===== config.mk =====
export PLATFORM = sky130hd
export DESIGN_NAME = cordic_multiply_flat
export DESIGN_NICKNAME = d
export VERILOG_FILES = /design/src/rtl/cordic_multiply_if.sv /design/src/rtl/cordic_multiply.sv /design/src/flat_wrapper.sv
export SDC_FILE = /design/constraint.sdc
export NUM_CORES = 1
export LEC_CHECK = 0
export CAP_MARGIN = 20
export CORE_ASPECT_RATIO = 1.25
export CORE_MARGIN = 1
export CORE_UTILIZATION = 40
export CTS_BUF_LIST = sky130_fd_sc_hd__clkbuf_8
export CTS_CLUSTER_DIAMETER = 30
export DETAILED_ROUTE_END_ITERATION = 8
export GPL_ROUTABILITY_DRIVEN = 0
export SLEW_MARGIN = 20
export SYNTH_ARGS = -nofsm -noshare
export SYNTH_HDL_FRONTEND = slang
export SYNTH_SLANG_ARGS = --single-unit

===== constraint.sdc =====
create_clock -name clk -period 15.9 [get_ports clk]
set_input_delay 2.385 -clock clk [delete_from_list [all_inputs] [get_ports clk]]
set_output_delay 2.385 -clock clk [all_outputs]
set_load 0.05 [all_outputs]

===== src/rtl/cordic_multiply_if.sv =====
// Operand/result bundle for the linear-CORDIC multiplier: start request with
// operands on the master side, registered result and status on the slave side.
interface cordic_multiply_if #(
    parameter int W = 32
) ();
    logic                start;
    logic signed [W-1:0] a;
    logic signed [W-1:0] b;
    logic signed [W-1:0] product;
    logic                busy;
    logic                done;
    logic                err;
    logic                ovf;

    modport master (
        output start, a, b,
        input  product, busy, done, err, ovf
    );

    modport slave (
        input  start, a, b,
        output product, busy, done, err, ovf
    );
endinterface


===== src/rtl/cordic_multiply.sv =====
// Iterative linear-mode CORDIC in rotation mode: drives Z to zero while
// accumulating Y = X * Z, one micro-rotation per clock. Signed fixed point with
// FLOAT_SIZE fractional bits; out-of-range multiplier flags err, and a result
// that does not fit the word saturates and flags ovf.
module cordic_multiply #(
    parameter int FLOAT_SIZE = 24,
    parameter int INT_SIZE   = 8
) (
    input logic              clk,
    input logic              rst,
    cordic_multiply_if.slave bus
);
    localparam int W     = INT_SIZE + FLOAT_SIZE;
    localparam int CNT_W = $clog2(FLOAT_SIZE + 1);

    localparam logic [CNT_W-1:0]  LAST_IT = CNT_W'(FLOAT_SIZE);
    localparam logic [W-1:0]      ONE     = W'(1) << FLOAT_SIZE;
    // 2.0 needs W+1 bits when INT_SIZE is 2, so the range check is done wide.
    localparam logic signed [W:0] TWO     = (W+1)'(2) << FLOAT_SIZE;
    localparam logic [W-1:0]      SAT_MAX = {1'b0, {(W-1){1'b1}}};
    localparam logic [W-1:0]      SAT_MIN = {1'b1, {(W-1){1'b0}}};

    typedef enum logic [1:0] {
        S_IDLE = 2'd0,
        S_ITER = 2'd1,
        S_DONE = 2'd2
    } state_t;

    state_t state_q, state_d;

    logic signed [W-1:0] x_q, x_d;
    logic signed [W-1:0] z_q, z_d;
    logic signed [W:0]   y_q, y_d;       // one guard bit for overflow detection
    logic [CNT_W-1:0]    i_q, i_d;
    logic [W-1:0]        product_q, product_d;
    logic                err_q, err_d;
    logic                ovf_q, ovf_d;

    logic signed [W:0]   x_ext;
    logic signed [W:0]   x_sh;
    logic signed [W-1:0] z_step;

    // Multiplier must satisfy -2.0 < b < 2.0 for the iteration to converge.
    function automatic logic b_in_range(input logic signed [W-1:0] v);
        logic signed [W:0] ve;
        ve = {v[W-1], v};
        return (ve < TWO) && (ve > -TWO);
    endfunction

    // Y fits the output word when the guard bit equals the word sign bit.
    function automatic logic fits_w(input logic signed [W:0] v);
        return v[W] == v[W-1];
    endfunction

    // Clamp the guarded accumulator to the nearest representable word.
    function automatic logic [W-1:0] saturate(input logic signed [W:0] v);
        if (fits_w(v)) begin
            return v[W-1:0];
        end else if (v[W]) begin
            return SAT_MIN;
        end else begin
            return SAT_MAX;
        end
    endfunction

    // State and datapath registers, all cleared by the asynchronous reset.
    always_ff @(posedge clk or negedge rst) begin
        if (!rst) begin
            state_q   <= S_IDLE;
            x_q       <= '0;
            z_q       <= '0;
            y_q       <= '0;
            i_q       <= '0;
            product_q <= '0;
            err_q     <= 1'b0;
            ovf_q     <= 1'b0;
        end else begin
            state_q   <= state_d;
            x_q       <= x_d;
            z_q       <= z_d;
            y_q       <= y_d;
            i_q       <= i_d;
            product_q <= product_d;
            err_q     <= err_d;
            ovf_q     <= ovf_d;
        end
    end

    // Next-state: accept in IDLE, run FLOAT_SIZE+1 rotations, one DONE cycle.
    always_comb begin
        state_d = state_q;
        case (state_q)
            S_IDLE: begin
                if (bus.start) begin
                    state_d = b_in_range(bus.b) ? S_ITER : S_DONE;
                end
            end
            S_ITER: begin
                if (i_q == LAST_IT) begin
                    state_d = S_DONE;
                end
            end
            S_DONE:  state_d = S_IDLE;
            default: state_d = S_IDLE;
        endcase
    end

    // Datapath: operand capture, micro-rotation and result/flag update.
    always_comb begin
        x_d       = x_q;
        z_d       = z_q;
        y_d       = y_q;
        i_d       = i_q;
        product_d = product_q;
        err_d     = err_q;
        ovf_d     = ovf_q;
        x_ext     = {x_q[W-1], x_q};
        x_sh      = x_ext >>> i_q;
        z_step    = $signed(ONE >> i_q);
        case (state_q)
            S_IDLE: begin
                if (bus.start) begin
                    x_d   = bus.a;
                    z_d   = bus.b;
                    y_d   = '0;
                    i_d   = '0;
                    err_d = 1'b0;
                    ovf_d = 1'b0;
                    if (!b_in_range(bus.b)) begin
                        err_d     = 1'b1;
                        product_d = '0;
                    end
                end
            end
            S_ITER: begin
                // Rotate toward Z = 0; the sign of Z picks the direction.
                if (!z_q[W-1]) begin
                    y_d = y_q + x_sh;
                    z_d = z_q - z_step;
                end else begin
                    y_d = y_q - x_sh;
                    z_d = z_q + z_step;
                end
                i_d = i_q + CNT_W'(1);
                if (i_q == LAST_IT) begin
                    product_d = saturate(y_d);
                    ovf_d     = !fits_w(y_d);
                end
            end
            default: ;
        endcase
    end

    // Outputs: handshake decoded from state, results straight from registers.
    always_comb begin
        bus.busy    = (state_q != S_IDLE);
        bus.done    = (state_q == S_DONE);
        bus.product = product_q;
        bus.err     = err_q;
        bus.ovf     = ovf_q;
    end
endmodule


===== src/flat_wrapper.sv =====
// flat-port wrapper written by rule: the top's interface ports become plain ports
module cordic_multiply_flat 
#(
    parameter int FLOAT_SIZE = 24,
    parameter int INT_SIZE   = 8
)
  (clk, rst, bus_start, bus_a, bus_b, bus_product, bus_busy, bus_done, bus_err, bus_ovf);
  cordic_multiply_if #(.W(((24) + (8)))) bus_i ();
  input logic clk;
  input logic rst;
  input wire logic [$bits(bus_i.start)-1:0] bus_start;
  input wire logic [$bits(bus_i.a)-1:0] bus_a;
  input wire logic [$bits(bus_i.b)-1:0] bus_b;
  output wire logic [$bits(bus_i.product)-1:0] bus_product;
  output wire logic [$bits(bus_i.busy)-1:0] bus_busy;
  output wire logic [$bits(bus_i.done)-1:0] bus_done;
  output wire logic [$bits(bus_i.err)-1:0] bus_err;
  output wire logic [$bits(bus_i.ovf)-1:0] bus_ovf;
  assign bus_i.start = bus_start;
  assign bus_i.a = bus_a;
  assign bus_i.b = bus_b;
  assign bus_product = bus_i.product;
  assign bus_busy = bus_i.busy;
  assign bus_done = bus_i.done;
  assign bus_err = bus_i.err;
  assign bus_ovf = bus_i.ovf;
  cordic_multiply #(.FLOAT_SIZE(FLOAT_SIZE), .INT_SIZE(INT_SIZE)) u_core (.clk(clk), .rst(rst), .bus(bus_i));
endmodule

After elaboration in Yosys (flattened, before gate mapping)

Cells that the tools add are included.
Widths: inputs -> output; s select.

Bits of input ports: 67
Logic and storage cells: 57
Register bits after elaboration: 138
Output and inout bits: 36

Reductions and logical operators: 10
Shift operators: 2
Order comparisons: 2
Eq/ne operators: 7
$add $sub $neg: 5
Multiplexer cells: 23

Operators with widths:

| kind                  | count |
|---|---|
| $mux 32               | 7 |
| $pmux 32 s2           | 2 |
| $mux 33               | 3 |
| $pmux 33 s2           | 1 |
| $add 33x33->33        | 1 |
| $sshr 32x5->33        | 1 |
| $sub 33x33->33        | 1 |
| $add 32x32->32        | 1 |
| $gt 32x26->1 const B  | 1 |
| $lt 32x27->1 const B  | 1 |
| $shr 25x5->32 const A | 1 |
| $sub 32x32->32        | 1 |
| $pmux 5 s2            | 1 |
| $mux 2                | 3 |
| $reduce_and 2->1      | 3 |
| $add 5x1->5 const B   | 1 |
| $eq 5x5->1 const B    | 1 |
| $mux 5                | 1 |
| $ne 2x2->1 const B    | 2 |
| $pmux 2 s2            | 1 |
| $reduce_and 4->1      | 1 |
| $reduce_bool 2->1     | 2 |
| $mux 1                | 3 |
| $reduce_and 3->1      | 1 |
| 8 further kinds       | 8 |

Depth between registers and ports, before layout

Gate-level depths: netlist of run 1.

Depth in word-level cells: 8
Gate-level depth with buffers: 30
Mapped depth without buffers: 25

Least setup slack after synthesis of run 1

No wires, ideal clock.

Kind: reg2reg
From: reg u_core.i_q[0]
To: reg u_core.product_q[13] (netlist: u_core.bus.product[13])
Stages on the path, launching flop included: 30
Data arrival time: 6134 ps
Path buffers: 5
Path slack: 9672 ps
Data required time: 15806 ps
Cells stage by stage: dfrtp_1 -> buf_4 -> buf_6 -> buf_2 -> buf_2 -> mux4_2 -> mux2i_1 -> mux2i_1 -> mux2i_1 -> ha_1 -> and3_1 -> nor3b_4 -> and2_1 -> a31oi_1 -> xor2_1 -> ha_1 -> nand2_1 -> nor2_1 -> nand3_1 -> a21oi_1 -> o21bai_1 -> o21a_1 -> a211o_1 -> nand2_1 -> xor2_1 -> ha_1 -> and3_1 -> mux2_2 -> buf_4 -> a211oi_1

Word-level cells in the longest chain between the ends: 8
Elaborated cells between the ends (all ways): 13
Classes of those cells: add/sub: 2; eq/ne: 3; shift: 1; mux: 6; reduce/logical: 1

RTL lines:

| element                                                 | RTL line                                       | RTL |
|---|---|---|
| start: declaration                                      | cordic_multiply.sv:34                          | `logic [CNT_W-1:0] i_q, i_d;` |
| start signal: assignment                                | cordic_multiply.sv:82                          | `i_q <= i_d;` |
| $sshr 32x5->33                                          | cordic_multiply.sv:118                         | `x_sh = x_ext >>> i_q;` |
| $add 33x33->33 / $sub 33x33->33 (equally long branches) | cordic_multiply.sv:138, cordic_multiply.sv:141 |  |
| $mux 33                                                 | cordic_multiply.sv:137                         | `if (!z_q[W-1]) begin` |
| $mux 33                                                 | cordic_multiply.sv:120                         | `case (state_q)` |
| $mux 32 / $eq 1x1->1 (equally long branches)            | cordic_multiply.sv:59, cordic_multiply.sv:52   |  |
| $mux 32                                                 | cordic_multiply.sv:57                          | `if (fits_w(v)) begin` |
| $mux 32                                                 | cordic_multiply.sv:145                         | `if (i_q == LAST_IT) begin` |
| $pmux 32 s2                                             | cordic_multiply.sv:120                         |  |
| end signal: assignment                                  | cordic_multiply.sv:83                          | `product_q <= product_d;` |
| end: declaration                                        | cordic_multiply.sv:35                          | `logic [W-1:0] product_q, product_d;` |

Several ways; a longest one is shown, not always the timed one. The select of a mux whose other input is x is not followed.
A chain may end at the register's enable or synchronous reset.

Worst setup path after layout of run 1

From: reg u_core.i_q[0]
To: reg u_core.product_q[25] (netlist: u_core.bus.product[25])

Same word-level chain as after synthesis.

==> results of run 1 <==
[worst paths after layout]
| check | startpoint | cells past startpoint | end | slack (ns) |
|---|---|---|---|---|
| max | u_core.i_q[0]$_DFFE_PN0P_ | 25 | u_core.bus.product[25]$_DFFE_PN0P_ | 7.62 |
| max in group asynchronous | rst | 2 | u_core.i_q[0]$_DFFE_PN0P_ | 12.84 |
| max reg2reg | u_core.i_q[0]$_DFFE_PN0P_ | 25 | u_core.bus.product[25]$_DFFE_PN0P_ | 7.62 |
| min reg2reg | u_core.bus.product[31]$_DFFE_PN0P_ | 2 | u_core.bus.product[31]$_DFFE_PN0P_ | 0.48 |
| min in group asynchronous | rst | 1 | u_core.y_q[11]$_DFFE_PN0P_ | 1.84 |
| min | u_core.bus.product[31]$_DFFE_PN0P_ | 2 | u_core.bus.product[31]$_DFFE_PN0P_ | 0.48 |
[worst max-delay path: cells and delay by family, from the launching register on]
kind                     cells  cell delay (ns)
AO/OA/AOI/OAI               10             2.60
multiplexers                 4             1.91
adder cells (fa/ha/maj)      3             1.07
AND/OR/NAND/NOR              4             0.88
buffers and inverters        2             0.82
flip-flops                   1             0.53
XOR/XNOR                     2             0.29
[kinds of logic (layout without fill, tap and decap cells)]
family | Yosys count | after routing | share of synthesized area
muxes | 80 | 80 | 0.09988
and+or+nand+nor | 527 | 527 | 0.1870
buffers and inverters | 137 | 195 | 0.04529
DFF | 138 | 138 | 0.2729
adders and majority gates | 78 | 78 | 0.07832
AOI/OAI and AO/OA | 494 | 494 | 0.2555
xor gates and xnor gates | 86 | 86 | 0.06102
[sequential cells by signal, indices dropped and copies added (netlist names)]
signal	flops
u_core.y_q	33
u_core.z_q	32
u_core.bus.err	1
u_core.state_q	2
u_core.bus.ovf	1
u_core.i_q	5
u_core.x_q	32
u_core.bus.product	32
[per-stage QoR]
step | util | std cells | setup slack [ns]
2_1_floorplan | - | 1540 | 9.672
3_3_place_gp | 0.4499 | 1973 | 7.843
3_5_place_dp | 0.4500 | 1973 | 7.737
4_1_cts | 0.4624 | 2005 | 7.718
5_1_grt | 0.4625 | 2005 | 7.015
6_report | 0.4625 | 2005 | 7.622
[synthesized netlist by cell type (12+ instances only)]
cell | instances | area, um2
inv_1 | 39 | 146.4
nor3_1 | 30 | 150.1
mux4_2 | 36 | 810.8
clkbuf_1 | 61 | 229.0
dfrtp_1 | 138 | 3453
a22oi_1 | 40 | 300.3
o21a_1 | 18 | 135.1
mux2i_1 | 34 | 340.3
a21oi_1 | 114 | 570.6
a31oi_1 | 34 | 212.7
a21o_1 | 33 | 247.7
nor4_1 | 12 | 75.07
nand2_1 | 245 | 919.6
ha_1 | 76 | 950.9
buf_1 | 15 | 56.30
o31ai_1 | 14 | 105.1
nand3_1 | 48 | 240.2
xor2_1 | 45 | 394.1
nor2_1 | 110 | 412.9
a211oi_1 | 18 | 135.1
xnor2_1 | 40 | 350.3
nor2b_1 | 18 | 112.6
o21ai_0 | 104 | 520.5
a22o_1 | 14 | 122.6
[cell usage in the layout (no fill, tap or decap), types with 11 or more instances in the layout]
cell,synthesis,final
a22oi_1,40,40
o31ai_1,14,14
dfrtp_1,138,134
a211oi_1,18,18
and3_1,11,11
xnor2_1,40,40
a21oi_1,114,114
nor2_1,110,109
nand3_1,48,48
a21boi_0,11,11
a21o_1,33,33
xor2_1,45,45
nor2b_1,18,17
mux4_2,36,36
nor3_1,30,30
clkdlybuf4s50_1,0,101
nand2_1,245,245
inv_1,39,41
o211ai_1,11,11
ha_1,76,76
a31oi_1,34,34
o21a_1,18,18
nor4_1,12,12
mux2i_1,34,33
a22o_1,14,14
clkbuf_8,0,17
buf_4,4,18
o21ai_0,104,104
[power by group through the flow]
stage | registers, uW | logic [uW] | clock network, uW
2_1_floorplan | 457 | 418 | 0
4_1_cts | 429 | 619 | 309
3_5_place_dp | 436 | 616 | 0
3_3_place_gp | 434 | 607 | 0
5_1_grt | 434 | 681 | 321
6_report | 428 | 624 | 302
[area by class of cell]
cell class                      count  area share
Clock buffer                       17     0.01632
Sequential cell                   138      0.2413
Multi-Input combinational cell   1265      0.6038
Clock inverter                     15     0.01056
Inverter                           42     0.01100
Timing Repair Buffer              121     0.08153
Tap cell                          407     0.03553
[layer usage]
metal  up-vias  global-route usage  wire (um)
li1       5769                   -          -
met1      5745              0.3164      17100
met2       353              0.3921      18300
met3        70             0.03492       1842
met4         0             0.08625       1107
met5         -                   0          0
==> flow_summary.toml, run 1 <==
[status]
status = "finished, final reports clean"

[timing]
grt_setup_unrepaired = "false"
period_minus_slack_ns = 8.278
finalSetupViolCount = 0
finalHoldViolCount = 0
worst_slew_pin_slew_ns = 0.9552
timing.hold.ws_ns = 0.4814
slew-limit-headroom = 0.3608
skew_ns = 0.02611
fmax_mhz = 120.8
min_period_over_period = 0.5206
maxSlewViolCount = 0
fin_setup_tns_ns = 0

[critical_path]
path_max_fanout = 35
endpoint_kind = "register"
cp_common_cell = "a21oi_1"
max_stage_delay_ns = 0.66
crit_arrival_ns = 8.60
worstSetupStartpointType = "register"
crit_type = "register to register"
cp_slowest_cell = "a222oi_1"
worstPathRequired_ns = 16.23

[global_routing]
overflow = 0
antenna_found_initial = 0
grt_usage = 0.2384
grt_pass1_wl_um = 62030
grt_pass1_vias = 11440
grt_max_degree = 82

[power_and_ir_drop]
vdd_ir_drop_max_mv = 0.07037
power_uw = 1354
leakage_uw = 0.006382
p_int_uw = 767.8
power_frac_clock = 0.223
combPwrFrac = 0.461
switchingPower_uw = 585.7
swShare = 0.4327
power_density_nw_per_um2 = 94.43
p_seq_frac = 0.317

[logic_synthesis]
ys.flop_type = "dfrtp_1"
synthCells = 1540
synthesis.nets = 1685
synth_edf_count = 0
synth_cell_types = 75
synth-seq-cells = 138
synth_area_um2 = 12650
postSynth.asyncResetShare = 1.000
yosysSeqAreaShare = 0.2729
avgSynthCellArea_um2 = 8.216
yosysWarnings = 0

[route]
num_vias = 11940
firstDrtPassIters = 6
vias_per_cell = 5.954
ant_nets = 0
wl_per_cell_um = 19.13
drt-total-wl_um = 38350
drc_errors = 0
drt-initial-drc-count = 1026

[hold_path]
hold_class = "register to register"

[clocking]
cts.clk_slew.worst_paths_ns = 0.09
hold_buffers = 0
postCtsSetupRepairBufs = 0
cts_resized = 0
clkSinkCount = 138
tritoncts = "yes"
clkLatencyLatePin_ns = 0.50
cts_buffer_depth = 2
clockRootBuffer = "clkbuf_8"
cts_buffers = 17
htree_levels = 4

[die]
die_w_um = 161.1
die_h_um = 200.8
design.die.area_um2 = 32350
num_rows = 72
ioPinCount = 103
initial_core_util = 0.4083
core_area_um2 = 30990

[cells_and_area]
nFillCells = 3083
synthToLayoutAreaGrowth_pct = 13.29
final_area_um2 = 14330
layout.nets = 1730
drive_gt1_frac = 0.07885
multi_input_area_um2 = 8655
antennaDiodeCount = 0
register_area_um2 = 3458

[placed_design]
port_buffers = 102
place_area_um2 = 13940
dp_hpwl_um = 28170

[job]
cap_violations = 0
No activity file was read; power rests on OpenSTA's default activity.
==> run 2: changes to the inputs <==
==> constraint.sdc (replaced) <==
create_clock -name clk -period 7.6 [get_ports clk]
set_input_delay 1.14 -clock clk [delete_from_list [all_inputs] [get_ports clk]]
set_output_delay 1.14 -clock clk [all_outputs]
set_load 0.05 [all_outputs]
==> flow_summary.toml, run 2 (same netlist as run 1, synthesis figures left out) <==
[clocking]
clkSinkCount = 138
cts_buffer_depth = 2
cts_buffers = 17
hold_buffers = 0
tritoncts = "yes"
clkLatencyLatePin_ns = 0.51
cts.clk_slew.worst_paths_ns = 0.10
clockRootBuffer = "clkbuf_8"
htree_levels = 4

[die]
die_w_um = 161.1
design.die.area_um2 = 32350
ioPinCount = 103
die_h_um = 200.8
initial_core_util = 0.4083
core_area_um2 = 30990
num_rows = 72

[global_routing]
grt_pass1_vias = 11900
grt_usage = 0.2491
overflow = 0
antenna_found_initial = 0
grt_max_degree = 92
grt_pass1_wl_um = 64200

[route]
vias_per_cell = 6.039
drt-initial-drc-count = 855
drt-total-wl_um = 39350
drc_errors = 0
num_vias = 12190
firstDrtPassIters = 6
ant_nets = 0
wl_per_cell_um = 19.49

[timing]
fmax_mhz = 141.3
period_minus_slack_ns = 7.079
skew_ns = 0.03466
worst_slew_pin_slew_ns = 1.045
slew-limit-headroom = 0.3008
finalHoldViolCount = 0
grt_setup_unrepaired = "false"
min_period_over_period = 0.9314
timing.hold.ws_ns = 0.4825
fin_setup_tns_ns = 0
maxSlewViolCount = 0
finalSetupViolCount = 0

[critical_path]
reg2regPathDepth = 24
max_stage_delay_ns = 0.71
worstPathRequired_ns = 8.00
crit_family = "simple AND/OR/NAND/NOR gates"
crit_arrival_ns = 7.47
cp_common_cell = "mux2i_1"
cp.depth = 24
worstSetupStartpointType = "register"
path_max_fanout = 28
path_cells = "buf_4, mux2i_1, mux2i_1, mux2i_1, o221ai_1, or4b_4, nor3b_2, nand3_1, a21oi_1, o22ai_1, ha_1, nand2_1, nor2_1, nand3_1, a21oi_1, o21bai_1, o21a_1, a211o_1, nand2_1, xor2_1, ha_1, and3_1, mux2_2, a221oi_1"
cp_slowest_cell = "dfrtp_4"
critPathBufInv = 1
crit_type = "register to register"
endpoint_kind = "register"
r2r_setup_slack_ns = 0.52

[power_and_ir_drop]
power_density_nw_per_um2 = 198.8
vdd_ir_drop_max_mv = 0.1341
leakage_uw = 0.006448

[placed_design]
dp_hpwl_um = 29450
port_buffers = 102

[cells_and_area]
layout_commonest_cell = "nand2_1"
drive_gt1_frac = 0.08747
synthToLayoutAreaGrowth_pct = 14.14
largest_reg_flops = 33
top_register = "u_core.y_q"
final_cell_mix = "nand2_1 (245), dfrtp_1 (134), a21oi_1 (114), nor2_1 (109), o21ai_0 (104)"
layout.nets = 1744
antennaDiodeCount = 0
nFillCells = 3062

[status]
status = "finished, final reports clean"

[hold_path]
hold_depth = 2
hold_class = "register to register"

[job]
cap_violations = 0
[run 2: cell types whose count changed in the layout (fill, tap and decap cells not counted)]
cell | previous run | this run
inv_8 | 0 | 3
dfrtp_4 | 0 | 3
clkinv_4 | 1 | 2
mux2i_1 | 33 | 34
bufinv_16 | 2 | 1
buf_6 | 2 | 1
clkinvlp_4 | 4 | 2
inv_1 | 41 | 39
mux2i_2 | 1 | 0
clkinv_2 | 2 | 1
inv_6 | 4 | 6
buf_4 | 18 | 33
dfrtp_2 | 4 | 1
[run 2: report_power, final]
part / internal [uW] / total [uW] / switching, uW
registers: 815 / 903 / 88.2
clock network: 271 / 641 / 370
logic: 515 / 1330 / 812
total: 1600 / 2870 / 1270
[run 2: through the flow]
stage / cells / setup slack, ns / instance area, um2 / total power, uW / util
floorplan: 1540 / 1.372 / 12650 / 1831 / -
global placement: 1987 / 0.6106 / 14050 / 2214 / 0.4532
detailed placement: 1987 / 0.4752 / 14050 / 2228 / 0.4532
CTS: 2019 / 0.4014 / 14430 / 2875 / 0.4658
global route: 2019 / 0.004559 / 14440 / 3061 / 0.4660
finish: 2019 / 0.5215 / 14440 / 2870 / 0.4660
[run 2: cell type report]
| class | instances | area (um2) | share of cell area |
|---|---|---|---|
| Inverter | 42 | 157.7 | 0.01092 |
| Sequential cell | 138 | 3466 | 0.2400 |
| Tap cell | 407 | 509.2 | 0.03526 |
| Clock buffer | 17 | 234.0 | 0.01620 |
| Multi-Input combinational cell | 1265 | 8651 | 0.5990 |
| Timing Repair Buffer | 135 | 1270 | 0.08794 |
| Clock inverter | 15 | 153.9 | 0.01066 |
[run 2: tightest hold or removal path: cells and delay by family, from the launching register on]
| kind | cells | cell delay (ns) |
|---|---|---|
| simple gates | 2 | 0.10 |
| flops | 1 | 0.35 |
[run 2: path summary, 6_finish.rpt]
check                                               start                                 end
worst min-delay path            u_core.x_q[0]$_DFFE_PN0P_           u_core.x_q[0]$_DFFE_PN0P_
max in group asynchronous                             rst  u_core.bus.product[31]$_DFFE_PN0P_
worst max register to register  u_core.i_q[1]$_DFFE_PN0P_  u_core.bus.product[21]$_DFFE_PN0P_
min in group asynchronous                             rst          u_core.y_q[11]$_DFFE_PN0P_
worst min register to register  u_core.x_q[0]$_DFFE_PN0P_           u_core.x_q[0]$_DFFE_PN0P_
worst max-delay path            u_core.i_q[1]$_DFFE_PN0P_  u_core.bus.product[21]$_DFFE_PN0P_
[run 2: repair_timing]
action                                  CTS  global route
buffers inserted                          0             0
gates resized for setup                   0             3
endpoints found under the setup margin    0            21
[run 2: per-layer routing]
metal	share of wire	routed length, um	vias to the layer above	global-route usage
met5	0	0	-	0
met4	0.042	1656	0	0.1149
met3	0.061	2395	105	0.03368
met2	0.48	18780	497	0.4107
met1	0.42	16520	5801	0.3219
li1	-	-	5790	-
